## config.mk

```make
export PLATFORM = sky130hd
export DESIGN_NAME = trap_csr_state
export DESIGN_NICKNAME = d
export VERILOG_FILES = /design/src/rtl/trap_csr_state.sv
export SDC_FILE = /design/constraint.sdc
export NUM_CORES = 1
export LEC_CHECK = 0
export BUFFER_PORTS_ARGS = -buffer_cell sky130_fd_sc_hd__buf_2
export CORE_ASPECT_RATIO = 1.25
export CORE_MARGIN = 3
export CORE_UTILIZATION = 30
export DETAILED_ROUTE_END_ITERATION = 6
export GPL_TIMING_DRIVEN = 0
export HOLD_SLACK_MARGIN = 0.08
export PLACE_DENSITY = 0.52
export SLEW_MARGIN = 15
export SYNTH_ARGS = -nofsm -noshare
export SYNTH_HDL_FRONTEND = slang
export SYNTH_SLANG_ARGS = --single-unit
```

## constraint.sdc

```tcl
create_clock -name clk -period 3.58 [get_ports clk]
set_input_delay 0.716 -clock clk [delete_from_list [all_inputs] [get_ports clk]]
set_output_delay 0.716 -clock clk [all_outputs]
set_load 0.02 [all_outputs]
```

## src/rtl/trap_csr_state.sv

```systemverilog
// rtl/trap_csr_state.sv - privileged trap/CSR state (priv, mstatus, epc/cause/tvec, deleg, mie/mip); optional mtval/stval under CSR_TVAL_EN
module trap_csr_state #(
  parameter logic [29:0] RESET_MTVEC = 30'h0,
  parameter logic [31:0] HART_ID     = 32'd0
) (
  input  logic        clk,
  input  logic        rst,
  input  logic        IN_trapValid,
  input  logic [31:0] IN_trapPC,
  input  logic [3:0]  IN_trapCause,
  input  logic        IN_trapDelegate,
  input  logic        IN_trapIsInterrupt,
`ifdef CSR_TVAL_EN
  input  logic [31:0] IN_trapTval,
`endif
  input  logic        IN_xretValid,
  input  logic        IN_xretIsMret,
  input  logic        IN_retvecSelM,
  input  logic [2:0]  IN_irq,
  input  logic        IN_csrRe,
  input  logic        IN_csrWe,
  input  logic [11:0] IN_csrAddr,
  input  logic [31:0] IN_csrWData,
  output logic [31:0] OUT_csrRData,
  output logic        OUT_csrRValid,
  output logic [1:0]  OUT_priv,
  output logic [29:0] OUT_mtvec,
  output logic [29:0] OUT_stvec,
  output logic [30:0] OUT_retvec,
  output logic [15:0] OUT_medeleg,
  output logic [15:0] OUT_mideleg,
  output logic        OUT_interruptPending,
  output logic [3:0]  OUT_interruptCause,
  output logic        OUT_interruptDelegate
);

  typedef struct packed {
    logic [1:0]  priv;
    logic        sie;
    logic        mie;
    logic        spie;
    logic        mpie;
    logic        spp;
    logic [1:0]  mpp;
    logic [29:0] mtvec;
    logic [29:0] stvec;
    logic [30:0] mepc;
    logic [30:0] sepc;
    logic [31:0] mcause;
    logic [31:0] scause;
    logic [15:0] medeleg;
    logic [15:0] mideleg;
    logic [15:0] mie_en;
    logic [15:0] mip_sw;
`ifdef CSR_TVAL_EN
    logic [31:0] mtval;
    logic [31:0] stval;
`endif
  } state_t;

  localparam logic [15:0] MIP_SW_MASK = 16'h0222;

  state_t state_q, state_d;
  logic [31:0] mstatus_rd, rd_mux, rdata_q;
  logic [15:0] mip_val, pend, enabled;
  logic        rvalid_q, m_en, s_en, any_en, irq_pending_q, irq_deleg_q;
  logic [3:0]  cause_sel, irq_cause_q;
  logic        unused_bits;

  // PC bit 0 is architecturally ignored
  assign unused_bits = IN_trapPC[0];

  assign mstatus_rd = {19'b0, state_q.mpp, 2'b0, state_q.spp, state_q.mpie, 1'b0,
                       state_q.spie, 1'b0, state_q.mie, 1'b0, state_q.sie, 1'b0};
  assign mip_val = (state_q.mip_sw & MIP_SW_MASK) |
                   {4'b0, IN_irq[2], 3'b0, IN_irq[1], 3'b0, IN_irq[0], 3'b0};

  // Read mux over pre-update state
  always_comb begin
    rd_mux = 32'h0;
    case (IN_csrAddr)
      12'h300: rd_mux = mstatus_rd;
      12'h100: rd_mux = mstatus_rd & 32'h0000_0122;
      12'h302: rd_mux = {16'b0, state_q.medeleg};
      12'h303: rd_mux = {16'b0, state_q.mideleg};
      12'h304: rd_mux = {16'b0, state_q.mie_en};
      12'h305: rd_mux = {state_q.mtvec, 2'b00};
      12'h105: rd_mux = {state_q.stvec, 2'b00};
      12'h341: rd_mux = {state_q.mepc, 1'b0};
      12'h141: rd_mux = {state_q.sepc, 1'b0};
      12'h342: rd_mux = state_q.mcause;
      12'h142: rd_mux = state_q.scause;
      12'h344: rd_mux = {16'b0, mip_val};
      12'hF14: rd_mux = HART_ID;
`ifdef CSR_TVAL_EN
      12'h343: rd_mux = state_q.mtval;
      12'h143: rd_mux = state_q.stval;
`endif
      default: rd_mux = 32'h0;
    endcase
  end

  // Next state: xret first, then trap on post-xret state, then CSR write if neither fired
  always_comb begin
    state_d = state_q;
    if (IN_xretValid) begin
      if (IN_xretIsMret) begin
        state_d.priv = state_d.mpp;
        state_d.mie  = state_d.mpie;
        state_d.mpie = 1'b1;
        state_d.mpp  = 2'd0;
      end else begin
        state_d.priv = {1'b0, state_d.spp};
        state_d.sie  = state_d.spie;
        state_d.spie = 1'b1;
        state_d.spp  = 1'b0;
      end
    end
    if (IN_trapValid) begin
      if (!IN_trapDelegate) begin
        state_d.mepc   = IN_trapPC[31:1];
        state_d.mcause = {IN_trapIsInterrupt, 27'b0, IN_trapCause};
        state_d.mpie   = state_d.mie;
        state_d.mie    = 1'b0;
        state_d.mpp    = state_d.priv;
        state_d.priv   = 2'd3;
`ifdef CSR_TVAL_EN
        state_d.mtval  = IN_trapTval;
`endif
      end else begin
        state_d.sepc   = IN_trapPC[31:1];
        state_d.scause = {IN_trapIsInterrupt, 27'b0, IN_trapCause};
        state_d.spie   = state_d.sie;
        state_d.sie    = 1'b0;
        state_d.spp    = state_d.priv[0];
        state_d.priv   = 2'd1;
`ifdef CSR_TVAL_EN
        state_d.stval  = IN_trapTval;
`endif
      end
    end
    if (IN_csrWe && !IN_xretValid && !IN_trapValid) begin
      case (IN_csrAddr)
        12'h300: begin
          state_d.sie  = IN_csrWData[1];
          state_d.mie  = IN_csrWData[3];
          state_d.spie = IN_csrWData[5];
          state_d.mpie = IN_csrWData[7];
          state_d.spp  = IN_csrWData[8];
          state_d.mpp  = (IN_csrWData[12:11] == 2'd2) ? 2'd0 : IN_csrWData[12:11];
        end
        12'h100: begin
          state_d.sie  = IN_csrWData[1];
          state_d.spie = IN_csrWData[5];
          state_d.spp  = IN_csrWData[8];
        end
        12'h302: state_d.medeleg = IN_csrWData[15:0];
        12'h303: state_d.mideleg = IN_csrWData[15:0];
        12'h304: state_d.mie_en  = IN_csrWData[15:0];
        12'h305: state_d.mtvec   = IN_csrWData[31:2];
        12'h105: state_d.stvec   = IN_csrWData[31:2];
        12'h341: state_d.mepc    = IN_csrWData[31:1];
        12'h141: state_d.sepc    = IN_csrWData[31:1];
        12'h342: state_d.mcause  = IN_csrWData;
        12'h142: state_d.scause  = IN_csrWData;
        12'h344: state_d.mip_sw  = IN_csrWData[15:0] & MIP_SW_MASK;
`ifdef CSR_TVAL_EN
        12'h343: state_d.mtval   = IN_csrWData;
        12'h143: state_d.stval   = IN_csrWData;
`endif
        default: ;
      endcase
    end
  end

  // Interrupt select: enable per delegation, fixed priority 11 > 3 > 7 > 9 > 1 > 5
  always_comb begin
    pend    = mip_val & state_q.mie_en;
    m_en    = (state_q.priv != 2'd3) || state_q.mie;
    s_en    = (state_q.priv == 2'd0) || ((state_q.priv == 2'd1) && state_q.sie);
    enabled = pend & ((~state_q.mideleg & {16{m_en}}) | (state_q.mideleg & {16{s_en}}));
    any_en  = 1'b1;
    if      (enabled[11]) cause_sel = 4'd11;
    else if (enabled[3])  cause_sel = 4'd3;
    else if (enabled[7])  cause_sel = 4'd7;
    else if (enabled[9])  cause_sel = 4'd9;
    else if (enabled[1])  cause_sel = 4'd1;
    else if (enabled[5])  cause_sel = 4'd5;
    else begin
      cause_sel = 4'd0;
      any_en    = 1'b0;
    end
  end

  // State, read-data and interrupt output registers
  always_ff @(posedge clk) begin
    if (!rst) begin
      state_q       <= '0;
      state_q.priv  <= 2'd3;
      state_q.mtvec <= RESET_MTVEC;
      rdata_q       <= 32'h0;
      rvalid_q      <= 1'b0;
      irq_pending_q <= 1'b0;
      irq_cause_q   <= 4'd0;
      irq_deleg_q   <= 1'b0;
    end else begin
      state_q       <= state_d;
      rdata_q       <= IN_csrRe ? rd_mux : 32'h0;
      rvalid_q      <= IN_csrRe;
      irq_pending_q <= any_en;
      irq_cause_q   <= cause_sel;
      irq_deleg_q   <= any_en && state_q.mideleg[cause_sel] && (state_q.priv != 2'd3);
    end
  end

  assign OUT_csrRData          = rdata_q;
  assign OUT_csrRValid         = rvalid_q;
  assign OUT_priv              = state_q.priv;
  assign OUT_mtvec             = state_q.mtvec;
  assign OUT_stvec             = state_q.stvec;
  assign OUT_retvec            = IN_retvecSelM ? state_q.mepc : state_q.sepc;
  assign OUT_medeleg           = state_q.medeleg;
  assign OUT_mideleg           = state_q.mideleg;
  assign OUT_interruptPending  = irq_pending_q;
  assign OUT_interruptCause    = irq_cause_q;
  assign OUT_interruptDelegate = irq_deleg_q;

endmodule

```

# After elaboration in Yosys (flattened, before gate mapping)

Cells that the tools add are included.

Register bits: 285
Output and inout bits: 164
Logic and storage cells: 118

Equal/unequal tests: 15
Reduce and logical (&&, ||, !) cells: 18
Magnitude comparators: 1
Multiplexer cells: 55
Bitwise gates (word level): 7

Operators with widths:

| cell                 | count |
|---|---|
| $pmux 32 s12         | 1 |
| $mux 257             | 1 |
| $mux 31              | 5 |
| $mux 32              | 4 |
| $mux 126             | 1 |
| $eq 12x10->1 const B | 8 |
| $mux 30              | 2 |
| $and 12x12->12       | 4 |
| $eq 12x9->1 const B  | 4 |
| $mux 16              | 3 |
| $mux 1               | 22 |
| $mux 9               | 2 |
| $mux 4               | 4 |
| $reduce_and 2->1     | 7 |
| $mux 2               | 6 |
| $not 12->12          | 1 |
| $or 10x12->12        | 1 |
| $or 12x12->12        | 1 |
| $mux 10              | 1 |
| $mux 3               | 2 |
| $logic_and 1x1->1    | 5 |
| $lt 4x5->1 const B   | 1 |
| $bmux 1 s4           | 1 |
| $eq 2x1->1 const B   | 1 |
| other kinds (6)      | 8 |

# Longest topological paths before layout

Word-level depth: 16
Gate-level depth with buffers: 9
Depth with buffers taken out: 6

# Worst setup path before layout

No wires, ideal clock.

Kind: input -> register
Start point: input IN_csrAddr[7]
End point: register state_q[181] (netlist name)
Path buffers: 3
Data arrival time: 2737 ps
Stages: 9
Required time: 3437 ps
Slack: 700 ps
Path through: or4b_1 or4b_1 buf_2 and4bb_1 buf_4 nand3_4 buf_2 nor2_1 a211oi_2

Cells in the longest elaborated chain, start to end: 3

RTL lines:

| item                 | line | text |
|---|---|---|
| from (decl)          | 22   | `input logic [11:0] IN_csrAddr,` |
| $eq 12x10->1         | 143  | `case (IN_csrAddr)` |
| $mux 31              | 143  |  |
| $mux 257             | 142  | `if (IN_csrWe && !IN_xretValid && !IN_trapValid) begin` |
| to (signal assigned) | 207  | `state_q <= state_d;` |
| to (decl)            | 63   | `state_t state_q, state_d;` |

Every way passes these cells.
A chain may end at the register's enable or synchronous reset.

# Worst setup path in the final report

Start point: input IN_csrAddr[7]
End point: register rdata_q[9] (netlist: OUT_csrRData[9])

Cells in the longest elaborated chain, start to end: 2
Elaborated cells between the ends (all ways): 13

RTL lines:

| item                                        | line | text |
|---|---|---|
| $eq 12x10->1 or $eq 12x9->1 (tied branches) | 81   | `case (IN_csrAddr)` |
| $pmux 32 s12 (*)                            | 81   |  |
| to (signal assigned)                        | 208  | `rdata_q <= IN_csrRe ? rd_mux : 32'h0;` |
| to (decl)                                   | 64   | `logic [31:0] mstatus_rd, rd_mux, rdata_q;` |

Mark *: on every way between the ends. The rest lies on a longest branch, timed or not.

==> run_results.csv <==
group,metric,value,unit
outcome,status,"completed",
setup_path,crit_start,"IN_csrAddr[7]",
routing,drt-total-wl,60700,um
grt,grt_use_met2,42.3,%
sta,setup_tns,0,ns
setup_path,cp_max_fo,10,
routing,firstDrtPassIters,6,
synth,netlist_area,13800,um^2
sta,slew_headroom,24.0,%
routing,final_antenna_net_count,0,
pwr,powerDensity,425,nW/um^2
cells_and_area,nFillCells,4796,
sta,period_needed,3.46,ns
pwr,ir_worst_vdd,274,uV
routing,vias,13200,
clocking,tritoncts,"yes",
sta,rsz0062_at_grt,"false",
sta,fin_crit_sh,96.7,%
synth,synth_seq_cells,284,
synth,ys_warn_count,0,
floorplan,dieArea,48700,um^2
routing,avgRoutedWirePerCell,24.4,um
synth,synth-edff-count,0,
place,io_buffers,239,
setup_path,r2r_cells,7,
sta,setup_viol_count_final,0,
synth,synth_cells,1609,
synth,seq_area_frac_synth,41.2,%
sta,hold_viol,0,
cells_and_area,final_common_cell,"nand2_1",
grt,grt_usage,24.1,%
routing,drt_iter0_drc,1201,
synth,avgSynthCellArea,8.58,um^2
setup_path,worstPathArrival,3.87,ns
setup_path,cp_top_family,"simple AND/OR/NAND/NOR gates",
clocking,path_clk_slew,0.06,ns
cells_and_area,final_cells,2490,
sta,worst_pin_slew,1.14,ns
cells_and_area,mostFrequentLayoutCells,"nand2_1, dfxtp_1, buf_2",
setup_path,startpoint_type,"input pin",
place,pre_cts_ws,-0.595,ns
setup_path,end_kind,"flop",
setup_path,regToRegSetupSlack,1.16,ns
setup_path,path_class,"input pin to flop",
clocking,h-tree-depth,2,
floorplan,std_cell_rows,87,
clocking,clk_latency,0.52,ns
floorplan,core,45300,um^2
cells_and_area,drive_above_1_share,28.1,%
setup_path,crit_buf_inv,3,
floorplan,start_util,30.5,%
floorplan,pin_count,257,
clocking,numClockSinks,284,
grt,use_met3,3.86,%
setup_path,cp.required,3.99,ns
sta,whs,0.400,ns
setup_path,critical_path_cell_count,8,
sta,final-max-slew-violation-count,0,
place,gp_congestion,0.945,
sta,clock_skew,0.0163,ns
routing,post-route-drc-count,0,
cells_and_area,synthToLayoutAreaGrowth,21.8,%
routing,vias_per_cell,5.31,
synth,synth_top_flop_cell,"dfxtp_1",
cells_and_area,nets,1978,
synth,synth-async-reset-ratio,0,%
place,hpwl,45700,um
floorplan,die_y,246,um
pwr,p_leak,6.57,nW
grt,met1_usage,30.0,%
grt,grt_max_degree,13,
setup_path,timing.rr.end,"OUT_interruptDelegate$_SDFF_PN0_",
grt,grt_overflow,0,
sta,setup_slack,0.118,ns
setup_path,endpoint,"OUT_csrRData[9]$_SDFF_PN0_",
clocking,cts_buffers,34,
setup_path,cp_cell_sequence,"buf_2 -> or4b_1 -> or4b_1 -> buf_2 -> nor2_2 -> clkbuf_1 -> a32oi_1 -> a41oi_1",
setup_path,critical-path-max-stage-delay,0.69,ns
grt,first_global_vias,13000,
sta,timing.fmax,0.289,GHz
grt,antenna_found_initial,7,
synth,synth_nets,1702,
grt,top_usage_layer,"met2",
clocking,ctsRootBufferMaster,"clkbuf_16",
clocking,max-clock-path-buffers,3,
place,dp.cells,2426,
worst_hold_path,worst_hold_path_type,"input pin to flop",
setup_path,crit_path_top_delay_cell,"clkbuf_1",
synth,synth_cell_types,60,
setup_path,timing.rr.start,"OUT_priv[0]$_SDFF_PP1_",
flow_run,drv_cap,0,
floorplan,chipWidth,198,um
grt,grt_pass1_wl,87200,um
-- how the worst min path moves through the flow --
stage,startpoint,endpoint,slack (ns),depth (start not counted)
2_1_floorplan,state_q[24]$_SDFFE_PN0P_,state_q[24]$_SDFFE_PN0P_,0.44,2
3_3_place_gp,state_q[24]$_SDFFE_PN0P_,state_q[24]$_SDFFE_PN0P_,0.44,2
3_5_place_dp,state_q[26]$_SDFFE_PN0P_,state_q[26]$_SDFFE_PN0P_,0.45,2
4_1_cts,rst,OUT_priv[1]$_SDFF_PN1_,0.38,2
5_1_grt,rst,OUT_priv[1]$_SDFF_PN1_,0.41,2
6_report,rst,OUT_priv[1]$_SDFF_PN1_,0.40,2
-- cell families after synthesis --
| family | synth area share [%] |
|---|---|
| muxes | 10.3 |
| AOI/OAI and AO/OA | 21.6 |
| DFF | 41.2 |
| buffers and inverters | 9.66 |
| and+or+nand+nor | 17.2 |
-- synth_stat cells, drive strengths merged (3+ instances only) --
cell type | count | area, um^2
nand2 | 322 | 1210
dfxtp | 284 | 5690
a21oi | 200 | 1000
buf | 140 | 958
mux2i | 104 | 1040
clkbuf | 96 | 360
nor2 | 86 | 325
a211oi | 76 | 881
nand3 | 73 | 390
mux2 | 34 | 383
a221oi | 29 | 254
o2bb2ai | 24 | 210
a22oi | 22 | 165
nor3 | 10 | 76.3
o21ai | 10 | 50.1
a222oi | 9 | 90.1
a31oi | 9 | 56.3
nand3b | 9 | 67.6
a41oi | 7 | 61.3
and2 | 7 | 43.8
a22o | 5 | 43.8
nor4 | 5 | 67.6
inv | 4 | 15.0
nand4 | 4 | 25.0
or3 | 4 | 25.0
nor2b | 3 | 18.8
o31ai | 3 | 22.5
o32ai | 3 | 26.3
or2 | 3 | 18.8
-- area by class of cell --
class | count | area (um^2) | share of cell area, %
multi-input cells | 1085 | 6810 | 40.5
inverters | 4 | 15.0 | 0.0893
clock buffers | 52 | 1020 | 6.06
clock inverters | 5 | 32.5 | 0.193
diodes | 6 | 15.0 | 0.0893
flip-flops and latches | 284 | 5690 | 33.8
repair buffers | 240 | 1200 | 7.16
well taps | 578 | 723 | 4.30
plain buffers | 236 | 1320 | 7.85
-- what timing repair did --
action / in CTS / in global routing
setup endpoints to repair: 5 / 0
hold buffers: 0 / 0
gates resized for setup: 2 / 0
setup buffers: 1 / 0
-- per-layer routing --
| layer | routed length [um] | vias to the layer above |
|---|---|---|
| met5 | 13 | - |
| met4 | 1990 | 2 |
| met3 | 4100 | 101 |
| met2 | 30000 | 570 |
| met1 | 24600 | 6401 |
| li1 | - | 6154 |
-- power breakdown --
part	total (mW)	switching, mW	leakage, nW	internal, mW
combinational	0.557	0.373	3.75	0.184
sequential	3.24	0.0345	2.30	3.21
clock	3.35	1.39	0.520	1.96
-- through the flow --
step | power [mW] | utilization [%] | cell area (um^2)
4_1_cts | 7.19 | 37.1 | 16800
3_5_place_dp | 3.86 | 34.8 | 15700
2_1_floorplan | 3.61 | - | 13800
5_1_grt | 7.37 | 37.1 | 16800
6_report | 7.15 | 37.1 | 16800
3_3_place_gp | 3.85 | 34.7 | 15700
-- state kept, by name, summed over array words and instances, names as in the netlist --
| register | cells |
|---|---|
| OUT_csrRValid | 1 |
| OUT_interruptDelegate | 1 |
| OUT_medeleg | 16 |
| OUT_mtvec | 30 |
| OUT_stvec | 30 |
| OUT_interruptCause | 4 |
| OUT_priv | 2 |
| mstatus_rd | 7 |
| OUT_mideleg | 16 |
| state_q | 145 |
| OUT_csrRData | 32 |
(Power assumes the default switching activity.)
